--- src/rtl/prod_accum_pkg.sv ---
// Shared types and default widths for the product accumulator.
package prod_accum_pkg;

  typedef enum logic [1:0] {
    IDLE = 2'd0,
    ACC  = 2'd1,
    DONE = 2'd2
  } state_t;

  localparam int ACC_W_DEF = 24;
  localparam int LEN_W_DEF = 8;

endpackage

--- src/rtl/prod_accum_if.sv ---
// Frame control, product input and result bus of the product accumulator.
interface prod_accum_if
  import prod_accum_pkg::*;
#(
  parameter int ACC_W = ACC_W_DEF,
  parameter int LEN_W = LEN_W_DEF
);

  logic             start;
  logic [LEN_W-1:0] len;
  logic             din_vld;
  logic [15:0]      din_u;
  logic [15:0]      din_s;
  logic             busy;
  logic [ACC_W-1:0] acc_u;
  logic [ACC_W-1:0] acc_s;
  logic             acc_vld;
  logic             ovf_u;
  logic             ovf_s;

  modport master (
    output start, len, din_vld, din_u, din_s,
    input  busy, acc_u, acc_s, acc_vld, ovf_u, ovf_s
  );

  modport slave (
    input  start, len, din_vld, din_u, din_s,
    output busy, acc_u, acc_s, acc_vld, ovf_u, ovf_s
  );

endinterface

--- src/rtl/prod_accum_sat_add.sv ---
// Combinational saturating adder; is_signed selects two's-complement or
// unsigned limits, ovf flags that the true sum was clamped.
module sat_add #(
  parameter int W = 24
) (
  input  logic [W-1:0] a,
  input  logic [W-1:0] b,
  input  logic         is_signed,
  output logic [W-1:0] sum,
  output logic         ovf
);

  logic [W:0] raw;

  always_comb begin
    raw = is_signed ? ({a[W-1], a} + {b[W-1], b}) : ({1'b0, a} + {1'b0, b});
    sum = raw[W-1:0];
    ovf = 1'b0;
    if (is_signed) begin
      // Extended sign disagreeing with the result sign means the range was left.
      if (raw[W] != raw[W-1]) begin
        ovf = 1'b1;
        sum = raw[W] ? {1'b1, {(W-1){1'b0}}} : {1'b0, {(W-1){1'b1}}};
      end
    end else if (raw[W]) begin
      ovf = 1'b1;
      sum = '1;
    end
  end

endmodule

--- src/rtl/prod_accum.sv ---
// Frame-based accumulator of unsigned and signed 16-bit products with
// per-frame saturation flags; inputs come straight from registered multiplier outputs.
module prod_accum
  import prod_accum_pkg::*;
#(
  parameter int ACC_W = ACC_W_DEF,
  parameter int LEN_W = LEN_W_DEF
) (
  input logic         clk,
  input logic         rst_n,
  prod_accum_if.slave bus
);

  state_t           state_reg, state_next;
  logic             start_take, sample_take;
  logic [LEN_W-1:0] len_reg, cnt_reg;
  logic [ACC_W-1:0] acc_u_reg, acc_s_reg;
  logic             ovf_u_reg, ovf_s_reg, vld_reg;

  logic [ACC_W-1:0] lane_acc [2];
  logic             lane_sticky [2];

  always_ff @(posedge clk or negedge rst_n) begin
    if (!rst_n) state_reg <= IDLE;
    else        state_reg <= state_next;
  end

  always_comb begin
    state_next  = state_reg;
    start_take  = 1'b0;
    sample_take = 1'b0;
    case (state_reg)
      IDLE: begin
        if (bus.start && bus.len != '0) begin
          start_take = 1'b1;
          state_next = ACC;
        end
      end
      ACC: begin
        if (bus.din_vld) begin
          sample_take = 1'b1;
          if (cnt_reg == len_reg - LEN_W'(1)) state_next = DONE;
        end
      end
      DONE:    state_next = IDLE;
      default: state_next = IDLE;
    endcase
  end

  // Lane 0 accumulates din_u unsigned, lane 1 accumulates din_s signed.
  for (genvar gi = 0; gi < 2; gi++) begin : g_lane
    logic [ACC_W-1:0] acc_reg;
    logic             sticky_reg;
    logic [ACC_W-1:0] operand;
    logic [ACC_W-1:0] sum;
    logic             ovf;

    if (gi == 0) begin : g_u
      assign operand = {{(ACC_W-16){1'b0}}, bus.din_u};
    end else begin : g_s
      assign operand = {{(ACC_W-16){bus.din_s[15]}}, bus.din_s};
    end

    sat_add #(.W(ACC_W)) u_sat_add (
      .a         (acc_reg),
      .b         (operand),
      .is_signed (gi == 1),
      .sum       (sum),
      .ovf       (ovf)
    );

    always_ff @(posedge clk or negedge rst_n) begin
      if (!rst_n) begin
        acc_reg    <= '0;
        sticky_reg <= 1'b0;
      end else if (start_take) begin
        acc_reg    <= '0;
        sticky_reg <= 1'b0;
      end else if (sample_take) begin
        acc_reg    <= sum;
        sticky_reg <= sticky_reg | ovf;
      end
    end

    assign lane_acc[gi]    = acc_reg;
    assign lane_sticky[gi] = sticky_reg;
  end

  always_ff @(posedge clk or negedge rst_n) begin
    if (!rst_n) begin
      len_reg   <= '0;
      cnt_reg   <= '0;
      acc_u_reg <= '0;
      acc_s_reg <= '0;
      ovf_u_reg <= 1'b0;
      ovf_s_reg <= 1'b0;
      vld_reg   <= 1'b0;
    end else begin
      vld_reg <= 1'b0;
      if (start_take) begin
        len_reg <= bus.len;
        cnt_reg <= '0;
      end else if (sample_take) begin
        cnt_reg <= cnt_reg + LEN_W'(1);
      end
      // Results are published only from DONE and otherwise hold.
      if (state_reg == DONE) begin
        acc_u_reg <= lane_acc[0];
        acc_s_reg <= lane_acc[1];
        ovf_u_reg <= lane_sticky[0];
        ovf_s_reg <= lane_sticky[1];
        vld_reg   <= 1'b1;
      end
    end
  end

  assign bus.busy    = (state_reg != IDLE);
  assign bus.acc_u   = acc_u_reg;
  assign bus.acc_s   = acc_s_reg;
  assign bus.ovf_u   = ovf_u_reg;
  assign bus.ovf_s   = ovf_s_reg;
  assign bus.acc_vld = vld_reg;

endmodule

--- src/flat_wrapper.sv ---
// flat-port wrapper written by rule: the top's interface ports become plain ports
module prod_accum_flat import prod_accum_pkg::*;
#(
  parameter int ACC_W = ACC_W_DEF,
  parameter int LEN_W = LEN_W_DEF
)
  (clk, rst_n, bus_start, bus_len, bus_din_vld, bus_din_u, bus_din_s, bus_busy, bus_acc_u, bus_acc_s, bus_acc_vld, bus_ovf_u, bus_ovf_s);
  prod_accum_if #(.ACC_W(ACC_W), .LEN_W(LEN_W)) bus_i ();
  input logic clk;
  input logic rst_n;
  input wire logic [$bits(bus_i.start)-1:0] bus_start;
  input wire logic [$bits(bus_i.len)-1:0] bus_len;
  input wire logic [$bits(bus_i.din_vld)-1:0] bus_din_vld;
  input wire logic [$bits(bus_i.din_u)-1:0] bus_din_u;
  input wire logic [$bits(bus_i.din_s)-1:0] bus_din_s;
  output wire logic [$bits(bus_i.busy)-1:0] bus_busy;
  output wire logic [$bits(bus_i.acc_u)-1:0] bus_acc_u;
  output wire logic [$bits(bus_i.acc_s)-1:0] bus_acc_s;
  output wire logic [$bits(bus_i.acc_vld)-1:0] bus_acc_vld;
  output wire logic [$bits(bus_i.ovf_u)-1:0] bus_ovf_u;
  output wire logic [$bits(bus_i.ovf_s)-1:0] bus_ovf_s;
  assign bus_i.start = bus_start;
  assign bus_i.len = bus_len;
  assign bus_i.din_vld = bus_din_vld;
  assign bus_i.din_u = bus_din_u;
  assign bus_i.din_s = bus_din_s;
  assign bus_busy = bus_i.busy;
  assign bus_acc_u = bus_i.acc_u;
  assign bus_acc_s = bus_i.acc_s;
  assign bus_acc_vld = bus_i.acc_vld;
  assign bus_ovf_u = bus_i.ovf_u;
  assign bus_ovf_s = bus_i.ovf_s;
  prod_accum #(.ACC_W(ACC_W), .LEN_W(LEN_W)) u_core (.clk(clk), .rst_n(rst_n), .bus(bus_i));
endmodule
--- config.mk ---
export PLATFORM = sky130hd
export DESIGN_NAME = prod_accum_flat
export DESIGN_NICKNAME = d
export VERILOG_FILES = /design/src/rtl/prod_accum_pkg.sv /design/src/rtl/prod_accum_if.sv /design/src/rtl/prod_accum_sat_add.sv /design/src/rtl/prod_accum.sv /design/src/flat_wrapper.sv
export SDC_FILE = /design/constraint.sdc
export NUM_CORES = 1
export LEC_CHECK = 0
export BUFFER_PORTS_ARGS = -buffer_cell sky130_fd_sc_hd__buf_2
export CAP_MARGIN = 30
export CORE_ASPECT_RATIO = 1.75
export CORE_MARGIN = 10
export CORE_UTILIZATION = 40
export DETAILED_ROUTE_END_ITERATION = 6
export PLACE_DENSITY_LB_ADDON = 0.2
export REMOVE_ABC_BUFFERS = 1
export SLEW_MARGIN = 10
export SYNTH_ARGS = -nofsm -noshare
export SYNTH_HDL_FRONTEND = slang
export SYNTH_SLANG_ARGS = --single-unit
--- constraint.sdc ---
create_clock -name clk -period 2.78 [get_ports clk]
set_input_delay 0.139 -clock clk [delete_from_list [all_inputs] [get_ports clk]]
set_output_delay 0.139 -clock clk [all_outputs]
set_load 0.03 [all_outputs]
**After elaboration in Yosys (flattened, before gate mapping)**

Index checks and enable logic that the tools add are counted.

- Add/sub/neg operators: 4
- Reductions and logical operators: 6
- Order comparisons: 0
- Shifts and indexed selects: 0
- Multiply operators: 0
- Divide/modulo/power cells: 0
- Bitwise operators: 2
- Eq/ne operators: 7
- Multiplexer cells: 24

Operators by type and width:

| kind | number |
|---|---|
| two-way mux 24 bit | 7 |
| adder 24 x 16 -> 25 bit | 2 |
| two-way mux 8 bit | 2 |
| two-way mux 1 bit | 11 |
| adder 8 x 1 -> 8 bit (second input constant) | 1 |
| equality test 8 bit | 1 |
| nonzero test 8 bit | 1 |
| subtractor 8 x 1 -> 8 bit (second input constant) | 1 |
| two-way mux 2 bit | 3 |
| inequality test 2 x 1 -> 1 bit (second input constant) | 2 |
| case mux 2 bit (2 select lines) | 1 |
| nonzero test 2 bit | 2 |
| AND reduction 3 bit | 1 |
| equality test 2 x 1 -> 1 bit (second input constant) | 1 |
| equality test 2 bit (second input constant) | 1 |
| logical NOT 2 bit | 1 |
| inequality test 2 bit (second input constant) | 1 |
| OR 1 bit | 2 |
| logical AND 1 bit | 1 |
| inequality test 1 bit | 1 |

- ROM bits: 0
- Word-level logic and storage cells: 55
- Memory bits (writable): 0
- Output and inout bits: 52
- Memories: 0
- Bits in latches: 0
- Flip-flop bits (word level): 119
- Input port bits: 44

**Longest topological paths before layout**

- Depth in word-level cells: 6
- Gate-level depth with buffers: 11

**By module**

A second synthesis with hierarchy kept.

- Cell total of the unflattened synthesis: 864
- Area total of the unflattened synthesis: 8,022.7 um^2

Modules (own cells, without submodules):

| module | area an instance (um^2) | instances | seq. area each (um^2) | cells an instance |
|---|---|---|---|---|
| prod_accum | 4,799.6 | 1 | 2,977.9 | 420 |
| sat_add | 1,611.5 | 2 | 0.0 | 222 |

**Worst setup path before layout**

Ideal clock, no wire load.

- Path type: register to register
- Start point: register u_core.g_lane[1].acc_reg[0]
- End point: register u_core.g_lane[1].acc_reg[2]
- Path slack: 0.034 ns
- Required time: 2.654 ns
- Cell stages (with the launch flop): 12
- Period minus slack after synthesis: 2.746 ns
- Arrival: 2.620 ns
- Cells stage by stage: dfrtp_1 > ha_1 > fa_1 > a21oi_1 > o221ai_1 > a21oi_2 > o21ai_2 > a21oi_2 > o21ai_2 > and4_4 > buf_6 > a221o_1

- Cells in the longest elaborated chain, start to end: 5
- Elaborated cells between the ends (all ways): 6

Ends and longest elaborated chain:

| item | line | text |
|---|---|---|
| start, declared | prod_accum.sv:52 | `logic [ACC_W-1:0] acc_reg;` |
| start signal, assigned | prod_accum.sv:80 | `acc_reg <= sum;` |
| adder 24 x 16 -> 25 bit (*) | prod_accum_sat_add.sv:16 | `raw = is_signed ? ({a[W-1], a} + {b[W-1], b}) : ({1'b0, a} + {1'b0, b});` |
| two-way mux 24 bit or inequality test 1 bit (tied branches) | prod_accum_sat_add.sv:23, prod_accum_sat_add.sv:21 |  |
| two-way mux 24 bit (*) | prod_accum_sat_add.sv:21 | `if (raw[W] != raw[W-1]) begin` |
| two-way mux 24 bit (*) | prod_accum.sv:79 | `end else if (sample_take) begin` |
| two-way mux 24 bit (*) | prod_accum.sv:76 | `end else if (start_take) begin` |

Every way passes the cells marked *; elsewhere a longest branch is shown, timed or not. The select of a mux whose other input is x is not followed.
A chain may end at the register's enable or synchronous reset.

**Worst setup path in the final report**

- Start point: register u_core.g_lane[1].acc_reg[0]
- End point: register u_core.g_lane[1].acc_reg[0]

Same word-level chain as after synthesis.

==> flow_summary.toml <==
[logic_synthesis]
seq_area_frac_synth_pct = 42.8
post_synth.cell_area_avg_sq_um = 10.4
synth.top_cells.by_area = "sky130_fd_sc_hd__dfrtp_1, sky130_fd_sc_hd__mux2_2, sky130_fd_sc_hd__ha_1"
most_common_library_cells_after_synthesis = "sky130_fd_sc_hd__dfrtp_1, sky130_fd_sc_hd__nand2_1, sky130_fd_sc_hd__mux2_2"
synthCells = 668
yosys_warnings = 0
area_share_of_the_leading_cell_type_in_the_synthesized_netlist_pct = 42.8
ys_seq_elements = 119
synth-main-ff-cell = "sky130_fd_sc_hd__dfrtp_1"
synth_enable_flop_cells = 0
post_synth_num_cell_types = 74
synth_most_common_cell = "sky130_fd_sc_hd__dfrtp_1"
ys_async_sr_fraction_pct = 100
post-synth-top-area-cell = "sky130_fd_sc_hd__dfrtp_1"
synthesis.area_sq_um = 6950

[cells_and_area]
postLayoutCellArea_sq_um = 8870
nets = 904
synthToLayoutAreaGrowth_pct = 27.6
total_inserted_antenna_cells = 0
layout-drive-gt1-share_pct = 33.6
largest_reg_flops = 48

[run]
max_cap_violations = 0

[clock_network]
clock_tree_root = "sky130_fd_sc_hd__clkbuf_16"
clock_insertion_delay_worst_skew_ns = 0.42
clock_sink_count = 119
cts_tree = "built"
htree_num_levels = 4
cts_inserted_buffers = 17
clk_pin_slew_worst_paths_ns = 0.06
ctsLongestPathBuffers = 2

[sta]
drv_slew = 0
grt_setup_unrepaired = "true"
fin_tns_setup_ns = 0
max-slew-margin-rel_pct = 40.2
max_clock_freq_mhz = 361
timing_worst_slew_pin_value_ns = 0.896
finalHoldWorstSlack_ns = 0.131
finalCritPeriodShare_pct = 99.5
final.min_clock_period_ns = 2.77
final-hold-violation-count = 0
skew_ns = 0.0126
setup_viol = 0
finalWorstSetupSlack_ns = 0.0133

[floorplan]
die-area_sq_um = 23300
core_footprint_sq_um = 17000
floorplan.die.width_microns = 120
die_h_microns = 194
initial_core_util_pct = 40.8
core.rowCount = 63
num_io_pins = 96

[placement]
place.detailed.hpwl_microns = 13500
placedInstanceArea_sq_um = 7920
numPortBuffers = 95
finalWeightedCongestion = 0.873
post-place-ws_ns = -0.136

[detailed_routing]
final_antenna_net_count = 0
drtIter0Drc = 338
wl_per_cell_microns = 17.7
post-route-drc-count = 0
vias = 5786
routed_wl_microns = 18700
total_iterations_of_the_first_detailed_routing_run = 4
avgViaCountPerCell = 5.48

[power_and_ir_drop]
power_frac_seq_pct = 26.8
netSwitchingPower_mw = 4.44
peak_supply_drop_mv = 0.607
combinational_power_share_pct = 52.3
design_power_mw = 11.0
power_frac_clock_pct = 21.0
power.static_leakage_nw = 4.32
p_int_mw = 6.57
cellPowerDensity_nw_per_um2 = 1240
switching_share_pct = 40.3

[outcome]
status = "finished clean"

[worst_setup_path]
required_ns = 3.08
timing.critical_path.from = "u_core.g_lane[1].acc_reg[0]$_DFFE_PN0P_"
crit-reg2reg-launch = "u_core.g_lane[1].acc_reg[0]$_DFFE_PN0P_"
setup.worst_path.end_class = "flip-flop"
timing.setup.critical_path_class = "flip-flop to flip-flop"
critical_path_launch_point_type = "flip-flop"
crit_arrival_ns = 3.07
worstPathMaxFanout = 11

[hold_path]
holdCritPathClass = "input pin to flip-flop"
timing.hold.worst.start = "bus_din_s[0]"

[global_route]
first_global_vias = 6117
grt_pass1_wl_microns = 30600
antenna_found_initial = 0
combined_global_route_utilization_of_all_metal_layers_pct = 16.0
grt_start_max_net_pins = 56
globalRoute.totalOverflow = 0
-- cell usage in the layout, fill, tap and decap left out, types with 3 or more instances in the layout --
| master | netlist | final |
|---|---|---|
| sky130_fd_sc_hd__o21ai_0 | 25 | 24 |
| sky130_fd_sc_hd__a31oi_1 | 8 | 8 |
| sky130_fd_sc_hd__and4_1 | 3 | 3 |
| sky130_fd_sc_hd__nor2_1 | 33 | 30 |
| sky130_fd_sc_hd__clkbuf_8 | 1 | 6 |
| sky130_fd_sc_hd__a221o_1 | 21 | 21 |
| sky130_fd_sc_hd__o21a_1 | 3 | 3 |
| sky130_fd_sc_hd__buf_12 | 0 | 3 |
| sky130_fd_sc_hd__o21ai_2 | 3 | 4 |
| sky130_fd_sc_hd__dfrtp_1 | 119 | 119 |
| sky130_fd_sc_hd__nor2b_1 | 10 | 9 |
| sky130_fd_sc_hd__o21bai_1 | 3 | 3 |
| sky130_fd_sc_hd__a22oi_1 | 3 | 3 |
| sky130_fd_sc_hd__a21o_1 | 9 | 9 |
| sky130_fd_sc_hd__o31ai_1 | 4 | 3 |
| sky130_fd_sc_hd__mux2_2 | 50 | 50 |
| sky130_fd_sc_hd__xnor2_1 | 30 | 30 |
| sky130_fd_sc_hd__xor2_1 | 20 | 20 |
| sky130_fd_sc_hd__nor4_1 | 4 | 4 |
| sky130_fd_sc_hd__clkbuf_16 | 0 | 18 |
| sky130_fd_sc_hd__nand2_1 | 65 | 64 |
| sky130_fd_sc_hd__bufinv_16 | 0 | 3 |
| sky130_fd_sc_hd__and3_1 | 7 | 7 |
| sky130_fd_sc_hd__ha_1 | 42 | 38 |
| sky130_fd_sc_hd__nand3_1 | 45 | 45 |
| sky130_fd_sc_hd__a21oi_2 | 6 | 8 |
| sky130_fd_sc_hd__a21oi_1 | 44 | 40 |
| sky130_fd_sc_hd__inv_1 | 15 | 15 |
| sky130_fd_sc_hd__dlygate4sd3_1 | 0 | 9 |
| sky130_fd_sc_hd__a21oi_4 | 1 | 3 |
| sky130_fd_sc_hd__a211oi_1 | 4 | 3 |
| sky130_fd_sc_hd__o211ai_1 | 4 | 4 |
| sky130_fd_sc_hd__nand4_1 | 5 | 5 |
| sky130_fd_sc_hd__nor2_2 | 0 | 3 |
| sky130_fd_sc_hd__ha_4 | 0 | 3 |
| sky130_fd_sc_hd__nor3_1 | 6 | 6 |
| sky130_fd_sc_hd__buf_2 | 0 | 94 |
| sky130_fd_sc_hd__buf_4 | 3 | 49 |
-- through the flow --
stage          std cells  util [%]
6_report            1055      52.1
3_5_place_dp        1004      46.5
4_1_cts             1045      50.8
3_3_place_gp        1004      46.5
2_1_floorplan        641         -
5_1_grt             1055      52.1
-- kinds of logic after synthesis --
| logic type | count (synthesis) | share of synthesized area [%] |
|---|---|---|
| buf+inv | 42 | 3.02 |
| flops | 119 | 42.8 |
| compound gates | 167 | 17.8 |
| simple gates | 194 | 13.5 |
| fa+ha+maj | 44 | 8.13 |
| mux | 52 | 8.39 |
| xor+xnor | 50 | 6.30 |
-- critical path: stages, from the launching register on --
cell and delay (ns):
sky130_fd_sc_hd__dfrtp_1 0.41, sky130_fd_sc_hd__ha_4 0.18, sky130_fd_sc_hd__fa_2 0.41, sky130_fd_sc_hd__a21oi_2 0.20, sky130_fd_sc_hd__o221ai_2 0.12, sky130_fd_sc_hd__a21oi_2 0.22, sky130_fd_sc_hd__o21ai_2 0.12, sky130_fd_sc_hd__a21o_1 0.25
sky130_fd_sc_hd__nand2_2 0.10, sky130_fd_sc_hd__a31oi_4 0.12, sky130_fd_sc_hd__buf_12 0.18, sky130_fd_sc_hd__a221o_2 0.33
-- worst paths after layout --
path | endpoint | slack (ns) | depth (start not counted)
min reg2reg | u_core.g_lane[1].sticky_reg$_DFFE_PN0P_ | 0.50 | 2
max reg2reg | u_core.g_lane[1].acc_reg[0]$_DFFE_PN0P_ | 0.01 | 11
min | u_core.g_lane[1].acc_reg[0]$_DFFE_PN0P_ | 0.13 | 3
min in group asynchronous | u_core.g_lane[0].acc_reg[5]$_DFFE_PN0P_ | 0.33 | 2
max in group asynchronous | u_core.bus.acc_s[6]$_DFFE_PN0P_ | 1.71 | 3
max | u_core.g_lane[1].acc_reg[0]$_DFFE_PN0P_ | 0.01 | 11
-- final cells by class --
cell class                 count  area, sq um
multi-input combinational    507         3910
fill                        1580         8160
clock inverter                 7          115
inverter                      15         56.3
tap                          227          284
clock buffer                  24          512
timing repair buffer         156         1010
sequential                   119         2980
-- routing by layer --
layer,track usage [%],vias to the layer above,wire length (microns)
met3,4.41,29,818
met1,16.7,2865,7180
met2,29.3,140,10300
li1,-,2752,-
met4,5.90,0,391
met5,0,-,0
-- what timing repair did --
action                                  4_1_cts  5_1_grt
gates resized for setup                       3       23
endpoints found under the hold margin        61        0
pin swaps                                     1       14
setup buffers                                 1        9
gates cloned                                  0        1
endpoints found under the setup margin       24       49
hold buffers                                  9        0
-- power by group through the flow --
stage | clock (mW) | sequential, mW | combinational, mW
final | 2.31 | 2.95 | 5.76
after global routing | 2.44 | 3.04 | 6.30
after CTS | 2.37 | 2.94 | 5.47
after detailed placement | 0 | 2.96 | 5.40
after global placement | 0 | 2.94 | 5.29
after floorplan | 0 | 3.30 | 3.44
Power figures use the tool's default switching activity.
